File: src/rtl/control_unit.sv
// control_unit: main instruction decoder for the KGP-RISC datapath.
// Maps the opcode and R-type function field to the full control word.
// The control word is registered, so it appears one clock after the fields
// are sampled. Any encoding that is not recognised decodes to an all-zero NOP.
module control_unit (
  input  logic       clk,
  input  logic       reset,
  input  logic [5:0] instruction,
  input  logic [5:0] fn,
  output logic       ret,
  output logic       call,
  output logic [1:0] regdst,
  output logic [1:0] flag,
  output logic       branch,
  output logic       brnoeq,
  output logic       gotoreg,
  output logic       onlygoto,
  output logic       memtoreg,
  output logic       memread,
  output logic       memwrite,
  output logic [1:0] alusrc,
  output logic [2:0] aluctr,
  output logic       regwrite
);

  // Opcode encodings
  localparam logic [5:0] OP_RTYPE = 6'b000000;
  localparam logic [5:0] OP_LW    = 6'b000001;
  localparam logic [5:0] OP_SW    = 6'b000010;
  localparam logic [5:0] OP_ADDI  = 6'b000011;
  localparam logic [5:0] OP_COMPI = 6'b000100;
  localparam logic [5:0] OP_B     = 6'b100000;
  localparam logic [5:0] OP_BR    = 6'b100001;
  localparam logic [5:0] OP_BL    = 6'b100010;
  localparam logic [5:0] OP_RET   = 6'b100011;
  localparam logic [5:0] OP_BLTZ  = 6'b110000;
  localparam logic [5:0] OP_BZ    = 6'b110001;
  localparam logic [5:0] OP_BNZ   = 6'b110010;
  localparam logic [5:0] OP_BCY   = 6'b110011;
  localparam logic [5:0] OP_BNCY  = 6'b110100;

  // R-type function encodings
  localparam logic [5:0] FN_ADD   = 6'b000001;
  localparam logic [5:0] FN_COMP  = 6'b000010;
  localparam logic [5:0] FN_AND   = 6'b000011;
  localparam logic [5:0] FN_XOR   = 6'b000100;
  localparam logic [5:0] FN_SHLL  = 6'b000101;
  localparam logic [5:0] FN_SHRL  = 6'b000110;
  localparam logic [5:0] FN_SHLLV = 6'b000111;
  localparam logic [5:0] FN_SHRLV = 6'b001000;
  localparam logic [5:0] FN_SHRA  = 6'b001001;
  localparam logic [5:0] FN_SHRAV = 6'b001010;

  // ALU operation codes
  localparam logic [2:0] ALU_ADD  = 3'b000;
  localparam logic [2:0] ALU_COMP = 3'b001;
  localparam logic [2:0] ALU_AND  = 3'b010;
  localparam logic [2:0] ALU_XOR  = 3'b011;
  localparam logic [2:0] ALU_SHL  = 3'b100;
  localparam logic [2:0] ALU_SHRL = 3'b101;
  localparam logic [2:0] ALU_SHRA = 3'b110;

  // ALU operand-B sources
  localparam logic [1:0] SRC_RT    = 2'b00;
  localparam logic [1:0] SRC_IMM   = 2'b01;
  localparam logic [1:0] SRC_SHAMT = 2'b10;

  // Write-register selects
  localparam logic [1:0] DST_RS   = 2'b00;
  localparam logic [1:0] DST_RT   = 2'b01;
  localparam logic [1:0] DST_LINK = 2'b10;

  // Flag field: branch condition selects, or flag-update masks otherwise
  localparam logic [1:0] CND_ZERO  = 2'b00;
  localparam logic [1:0] CND_SIGN  = 2'b01;
  localparam logic [1:0] CND_CARRY = 2'b10;
  localparam logic [1:0] UPD_NONE  = 2'b00;
  localparam logic [1:0] UPD_ZS    = 2'b01;
  localparam logic [1:0] UPD_ALL   = 2'b11;

  // Next-state control word
  logic       ret_d;
  logic       call_d;
  logic [1:0] regdst_d;
  logic [1:0] flag_d;
  logic       branch_d;
  logic       brnoeq_d;
  logic       gotoreg_d;
  logic       onlygoto_d;
  logic       memtoreg_d;
  logic       memread_d;
  logic       memwrite_d;
  logic [1:0] alusrc_d;
  logic [2:0] aluctr_d;
  logic       regwrite_d;

  // Combinational decode of opcode/fn into the next control word (NOP by default)
  always_comb begin
    ret_d      = 1'b0;
    call_d     = 1'b0;
    regdst_d   = DST_RS;
    flag_d     = UPD_NONE;
    branch_d   = 1'b0;
    brnoeq_d   = 1'b0;
    gotoreg_d  = 1'b0;
    onlygoto_d = 1'b0;
    memtoreg_d = 1'b0;
    memread_d  = 1'b0;
    memwrite_d = 1'b0;
    alusrc_d   = SRC_RT;
    aluctr_d   = ALU_ADD;
    regwrite_d = 1'b0;

    case (instruction)
      OP_RTYPE: begin
        // Every recognised fn writes rs; unknown fn stays a full NOP.
        case (fn)
          FN_ADD: begin
            regwrite_d = 1'b1;
            aluctr_d   = ALU_ADD;
            flag_d     = UPD_ALL;
          end
          FN_COMP: begin
            regwrite_d = 1'b1;
            aluctr_d   = ALU_COMP;
            flag_d     = UPD_ZS;
          end
          FN_AND: begin
            regwrite_d = 1'b1;
            aluctr_d   = ALU_AND;
            flag_d     = UPD_ZS;
          end
          FN_XOR: begin
            regwrite_d = 1'b1;
            aluctr_d   = ALU_XOR;
            flag_d     = UPD_ZS;
          end
          FN_SHLL: begin
            regwrite_d = 1'b1;
            aluctr_d   = ALU_SHL;
            alusrc_d   = SRC_SHAMT;
            flag_d     = UPD_ZS;
          end
          FN_SHRL: begin
            regwrite_d = 1'b1;
            aluctr_d   = ALU_SHRL;
            alusrc_d   = SRC_SHAMT;
            flag_d     = UPD_ZS;
          end
          FN_SHLLV: begin
            regwrite_d = 1'b1;
            aluctr_d   = ALU_SHL;
            flag_d     = UPD_ZS;
          end
          FN_SHRLV: begin
            regwrite_d = 1'b1;
            aluctr_d   = ALU_SHRL;
            flag_d     = UPD_ZS;
          end
          FN_SHRA: begin
            regwrite_d = 1'b1;
            aluctr_d   = ALU_SHRA;
            alusrc_d   = SRC_SHAMT;
            flag_d     = UPD_ZS;
          end
          FN_SHRAV: begin
            regwrite_d = 1'b1;
            aluctr_d   = ALU_SHRA;
            flag_d     = UPD_ZS;
          end
          default: begin
            regwrite_d = 1'b0;
          end
        endcase
      end
      OP_LW: begin
        memread_d  = 1'b1;
        memtoreg_d = 1'b1;
        regwrite_d = 1'b1;
        regdst_d   = DST_RT;
        alusrc_d   = SRC_IMM;
        aluctr_d   = ALU_ADD;
      end
      OP_SW: begin
        memwrite_d = 1'b1;
        alusrc_d   = SRC_IMM;
        aluctr_d   = ALU_ADD;
      end
      OP_ADDI: begin
        regwrite_d = 1'b1;
        regdst_d   = DST_RS;
        alusrc_d   = SRC_IMM;
        aluctr_d   = ALU_ADD;
        flag_d     = UPD_ALL;
      end
      OP_COMPI: begin
        regwrite_d = 1'b1;
        regdst_d   = DST_RS;
        alusrc_d   = SRC_IMM;
        aluctr_d   = ALU_COMP;
        flag_d     = UPD_ZS;
      end
      OP_B: begin
        onlygoto_d = 1'b1;
      end
      OP_BR: begin
        gotoreg_d = 1'b1;
      end
      OP_BL: begin
        // Link writes PC+4 into $31 while jumping PC-relative.
        call_d     = 1'b1;
        onlygoto_d = 1'b1;
        regwrite_d = 1'b1;
        regdst_d   = DST_LINK;
      end
      OP_RET: begin
        ret_d = 1'b1;
      end
      OP_BLTZ: begin
        branch_d = 1'b1;
        flag_d   = CND_SIGN;
      end
      OP_BZ: begin
        branch_d = 1'b1;
        flag_d   = CND_ZERO;
      end
      OP_BNZ: begin
        branch_d = 1'b1;
        brnoeq_d = 1'b1;
        flag_d   = CND_ZERO;
      end
      OP_BCY: begin
        branch_d = 1'b1;
        flag_d   = CND_CARRY;
      end
      OP_BNCY: begin
        branch_d = 1'b1;
        brnoeq_d = 1'b1;
        flag_d   = CND_CARRY;
      end
      default: begin
        // Unknown opcodes (and X/Z fields) fall through to the NOP word.
        regwrite_d = 1'b0;
      end
    endcase
  end

  // Output register: reset forces NOP, otherwise capture the decoded word
  always_ff @(posedge clk) begin
    if (reset) begin
      ret      <= 1'b0;
      call     <= 1'b0;
      regdst   <= 2'b00;
      flag     <= 2'b00;
      branch   <= 1'b0;
      brnoeq   <= 1'b0;
      gotoreg  <= 1'b0;
      onlygoto <= 1'b0;
      memtoreg <= 1'b0;
      memread  <= 1'b0;
      memwrite <= 1'b0;
      alusrc   <= 2'b00;
      aluctr   <= 3'b000;
      regwrite <= 1'b0;
    end else begin
      ret      <= ret_d;
      call     <= call_d;
      regdst   <= regdst_d;
      flag     <= flag_d;
      branch   <= branch_d;
      brnoeq   <= brnoeq_d;
      gotoreg  <= gotoreg_d;
      onlygoto <= onlygoto_d;
      memtoreg <= memtoreg_d;
      memread  <= memread_d;
      memwrite <= memwrite_d;
      alusrc   <= alusrc_d;
      aluctr   <= aluctr_d;
      regwrite <= regwrite_d;
    end
  end

endmodule

File: config.mk
export PLATFORM = sky130hd
export DESIGN_NAME = control_unit
export DESIGN_NICKNAME = d
export VERILOG_FILES = /design/src/rtl/control_unit.sv
export SDC_FILE = /design/constraint.sdc
export NUM_CORES = 1
export LEC_CHECK = 0
export CAP_MARGIN = 40
export CORE_ASPECT_RATIO = 1.5
export CORE_UTILIZATION = 30
export DETAILED_ROUTE_END_ITERATION = 6
export SLEW_MARGIN = 20
export SYNTH_ARGS = -nofsm -noshare
export SYNTH_HDL_FRONTEND = slang
export SYNTH_SLANG_ARGS = --single-unit
File: constraint.sdc
create_clock -name clk -period 3.3 [get_ports clk]
set_input_delay 0.66 -clock clk [delete_from_list [all_inputs] [get_ports clk]]
set_output_delay 0.66 -clock clk [all_outputs]
set_load 0.02 [all_outputs]
# After elaboration in Yosys (flattened, before gate mapping)
# Cells that the tools add are included.
# totals
register_bits	18
in_bits	14
out_inout_bits	19
# op_classes
n_mux	17
n_eq_ne	23
reduce_logical	14
# ops
operator	n
6-bit equality test (second input constant)	9
6-bit by 3-bit equality test with 1-bit output (second input constant)	5
6-bit by 2-bit equality test with 1-bit output (second input constant)	4
6-bit by 4-bit equality test with 1-bit output (second input constant)	3
3-bit case mux with 6 select lines	1
2-bit OR reduction	7
6-bit by 1-bit equality test with 1-bit output (second input constant)	2
2-bit case mux with 2 select lines	3
10-bit OR reduction	1
1-bit two-way mux	9
9-bit OR reduction	1
2-bit case mux with 4 select lines	1
4-bit OR reduction	2
6-bit zero test	1
3-bit case mux with 2 select lines	1
5-bit OR reduction	1
3-bit OR reduction	1
2-bit two-way mux	1
1-bit case mux with 2 select lines	1

# Logic depth before layout (Yosys ltp)
# logic_depth
ltp_word	4
depth_mapped	5
mapped_depth_nobuf	4

# Least setup slack after synthesis
# OpenSTA, ideal clock, no wires.
# synth_path
kind	input port to flip-flop
startpoint	input port instruction[3]
endpoint	register flag[1]
arrival_time_ns	1.827
cell_stages	5
slack_ns	1.403
t_required_ns	3.230
cell_sequence	buf_6 -> or4_4 -> nor4_4 -> nand4_1 -> a21oi_1
# synth_between
elab_chain_cells	3
elab_cells_between_ends	9
classes_between	eq/ne (5); mux (1); reduce/logical (3)
# synth_rtl
element	line	rtl
from (decl)	8	input logic [5:0] instruction,
6-bit equality test / 6-bit by 3-bit equality test with 1-bit output (equally long branches)	114	case (instruction)
2-bit OR reduction (no source line)	n/a	
2-bit case mux with 4 select lines *	114	
to (signal assigned)	269	flag <= flag_d;
to (decl)	13	output logic [1:0] flag,
# Mark *: on every way between the ends. The rest lies on a longest branch, timed or not.
# A chain may end at the register's enable or synchronous reset.

# Worst setup path in the final report
# layout_path
startpoint	input port instruction[2]
endpoint	register flag[1]
# Same word-level chain as after synthesis.

==> run summary <==
The flow ran to the end, and the final reports show no timing, DRC or antenna violations. The count of buffers from port buffering works out to 32. The tools report the setup violation total in the final timing report as 0.

The synthesized design contains 17 register bits. Wires add up to 1700 um. The tools report the synthesized net count as 115. The async set or reset register ratio after synthesis is 0%. For this block, the initial DRC count from the detailed router was 15. The logs give 3040 um^2 for the die area and 667 for the via count of the first global-routing pass.

The critical path goes through clkdlybuf4s50_1 > or4_4 > nor4_4 > nand4_1 > a21oi_1. At the pin with the least slew margin, the transition time is 0.402 ns. Before antenna repair, the detailed router went through 4 iterations. The critical path is of the in2reg type. Global routing used 21.9% of the available met2 tracks.

met2 is the most crowded layer. The number of H-tree branching levels was 1. The tools report the clock sink total as 17. Summing every instance area after synthesis gives 846 um^2.

The die is 45.4 um wide. The analysis attributes to cell leakage a power of 0.413 nW. Summing all placed instances gives a cell area of 1140 um^2.

For the worst setup path, the data required time is 3.48 ns. The run gives 1190 um^2 as the final standard cell area without fillers. The worst setup path is captured at a flip-flop.

The initial utilization of the core area, before any placement, comes to 31.6%. The global routing met1 resource utilization was 14.2%. The tools report the antenna violation net count after detailed routing as 0.

Prior to clock tree synthesis, the placed netlist has a worst setup slack of 0.752 ns. After the last flow step, the layout net total stands at 141. The endpoint arrival time on the critical path was 2.47 ns. Ranked by instance count, the synthesized netlist is headed by 17 x sky130_fd_sc_hd__dfxtp_1, 17 x sky130_fd_sc_hd__nor2_1, 9 x sky130_fd_sc_hd__nand2_1. The tools report the count of instances resized after the clock tree is built as 0. TritonCTS built the clock tree. For the peak ir drop on the vdd network, the log shows 176 uV. The period utilization was 69.3%. The repair_antennas step left the layout with diodes totalling 0.

For this run, design rule violations remaining after detail routing come to 0. The dominant synthesized flop cell is sky130_fd_sc_hd__dfxtp_1. The core box area is 2680 um^2.

The hold violation total from the final report is 0. The share of the synthesized area in the top cell type came out at 40.2%. The aggregate global-route resource usage was 12.8%. 33 I/O pins were placed.

Dividing total power by cell area gives a power density of 361 nW/um^2. Dividing the detail-routed wire length by the instance count gives 10.4 um. Startpoint type of the worst setup path: a primary input.

For this design, the slowest cell found on the critical path is sky130_fd_sc_hd__or4_4. The run gives 0 as the count of synthesis-stage warnings from yosys. Using the TritonRoute via totals, the vias-per-cell ratio works out to 4.87.

The tools report the initial antenna violation count as 0. Setup repair after global routing left no endpoint under its margin. The floorplan has 23 rows. The run gives 44.6% as the fraction of the core area covered by cells at the end of the flow. Global routing finished with a remaining overflow of 0. Yosys attributes the largest share of cell area to sky130_fd_sc_hd__dfxtp_1 40%, sky130_fd_sc_hd__nor2_1 7.5%, sky130_fd_sc_hd__nand2_1 4.0%. The root buffer cell is sky130_fd_sc_hd__clkbuf_8. The final period demand of the worst path is 2.29 ns, and the maximum cell stage delay along the critical path is 0.62 ns. For the post-detailed-placement half-perimeter wirelength, the log shows 1330 um. The number of flops mapped to enable cells by yosys came out at 0.

The tool flagged a number of max-cap violations equal to 0. The quantity of hold-fixing buffers added after cts is 0, and the total clock buffers created by CTS is 3. Of all cell types, the one taking the most synthesized area is sky130_fd_sc_hd__dfxtp_1. Once layout is complete, the cells apart from fillers number 163. Entering global routing, the biggest net connects 14 pins.

No sink is reached through more buffers than the 2 on the longest clock path. The total count of max-transition violations in the final report is 0, and the mean instance size in the synthesized netlist is 8.37 um^2. The highest achievable clock rate is 437 MHz, and the sequential area share after synthesis is 40.2%.

At the end of routability-driven placement, the weighted congestion stood at 0.801. Setup slack on the critical path of the routed design comes to 1.01 ns. The vertical extent of the die came out at 67.0 um. The post-synthesis cell count was 101. The via count is 794, and the fraction of final layout cells sized beyond drive strength 1 is 7.94%.

For the max-slew headroom at the worst pin, the log shows 73.1%. Yosys mapped the design onto 34 distinct sky130hd cell types. After layout, the design draws a total of 431 uW. Adding up every negative setup slack in the final design gives 0 ns. Relative to the synthesized area, the layout overhead comes to 41.1%.

The run gives 0.813% as the met3 global-route usage. Across all hold checks on the routed design, the worst slack comes to 1.09 ns. The tightest min-delay check is of the in2reg type. The largest fanout of any net on the critical path came out at 13. The first-pass GRT wire length is 2820 um, and the total setup buffers inserted after CTS is 0. After clock tree synthesis, the clock-pin slew on the worst setup and hold paths is 0.06 ns. The post-placement cell count was 159.
-- path summary, 6_finish.rpt --
kind,slack (ns),endpoint,cells past startpoint,start
max,1.01,flag[1]$_SDFF_PP0_,5,instruction[2]
min,1.09,flag[1]$_SDFF_PP0_,2,reset
-- state kept, by name, summed over array words and instances (netlist names) --
register	cells
memwrite	1
memread	1
aluctr	3
ret	1
flag	2
alusrc	2
regwrite	1
gotoreg	1
regdst	1
call	1
onlygoto	1
branch	1
brnoeq	1
-- critical path: cells and delay by family --
kind                   cells  cell delay [ns]
AO/OA/AOI/OAI              1             0.15
AND/OR/NAND/NOR            3             1.05
buffers and inverters      1             0.61
-- final cells by class --
class | instances | area, um^2
flip-flops and latches | 17 | 340
fillers | 281 | 1480
clock inverters | 1 | 7.51
clock buffers | 3 | 41.3
inverters | 3 | 11.3
well taps | 37 | 46.3
multi-input cells | 70 | 427
repair buffers | 32 | 320
-- placed cells by master, fill, tap and decap left out, drive strengths merged, types with 2 or more instances in the layout --
cell           Yosys  final
or3b               2      2
nand3              2      2
xor2               3      3
nand3b             3      3
nor3               3      3
and3b              2      2
a21oi              6      6
xnor2              3      3
clkbuf             4      3
nor4               3      3
inv                3      3
a22oi              2      2
clkdlybuf4s50      0     32
nand2              9      9
a21o               2      2
dfxtp             17     17
nor2              17     17
-- kinds of logic (layout without fill, tap and decap cells) --
logic type	count (synthesis)	in the layout	share of synthesized area [%]
compound gates	17	17	13.8
flops	17	17	40.2
buf+inv	14	39	9.32
simple gates	47	47	30.5
xor+xnor	6	6	6.21
-- per-layer routing --
metal | wire length (um) | part of all wire (%)
met5 | 0 | 0
met4 | 44 | 2.6
met3 | 91 | 5.4
met2 | 914 | 54
met1 | 649 | 38
-- where the power goes --
| part | internal, mW | total (mW) | leakage [nW] | switching [mW] |
|---|---|---|---|---|
| clock network | 0.0849 | 0.155 | 0.0217 | 0.0704 |
| registers | 0.207 | 0.207 | 0.137 | 0.000460 |
| logic | 0.0325 | 0.0681 | 0.254 | 0.0356 |
| total | 0.324 | 0.431 | 0.413 | 0.106 |
No activity file was read; power rests on OpenSTA's default activity.
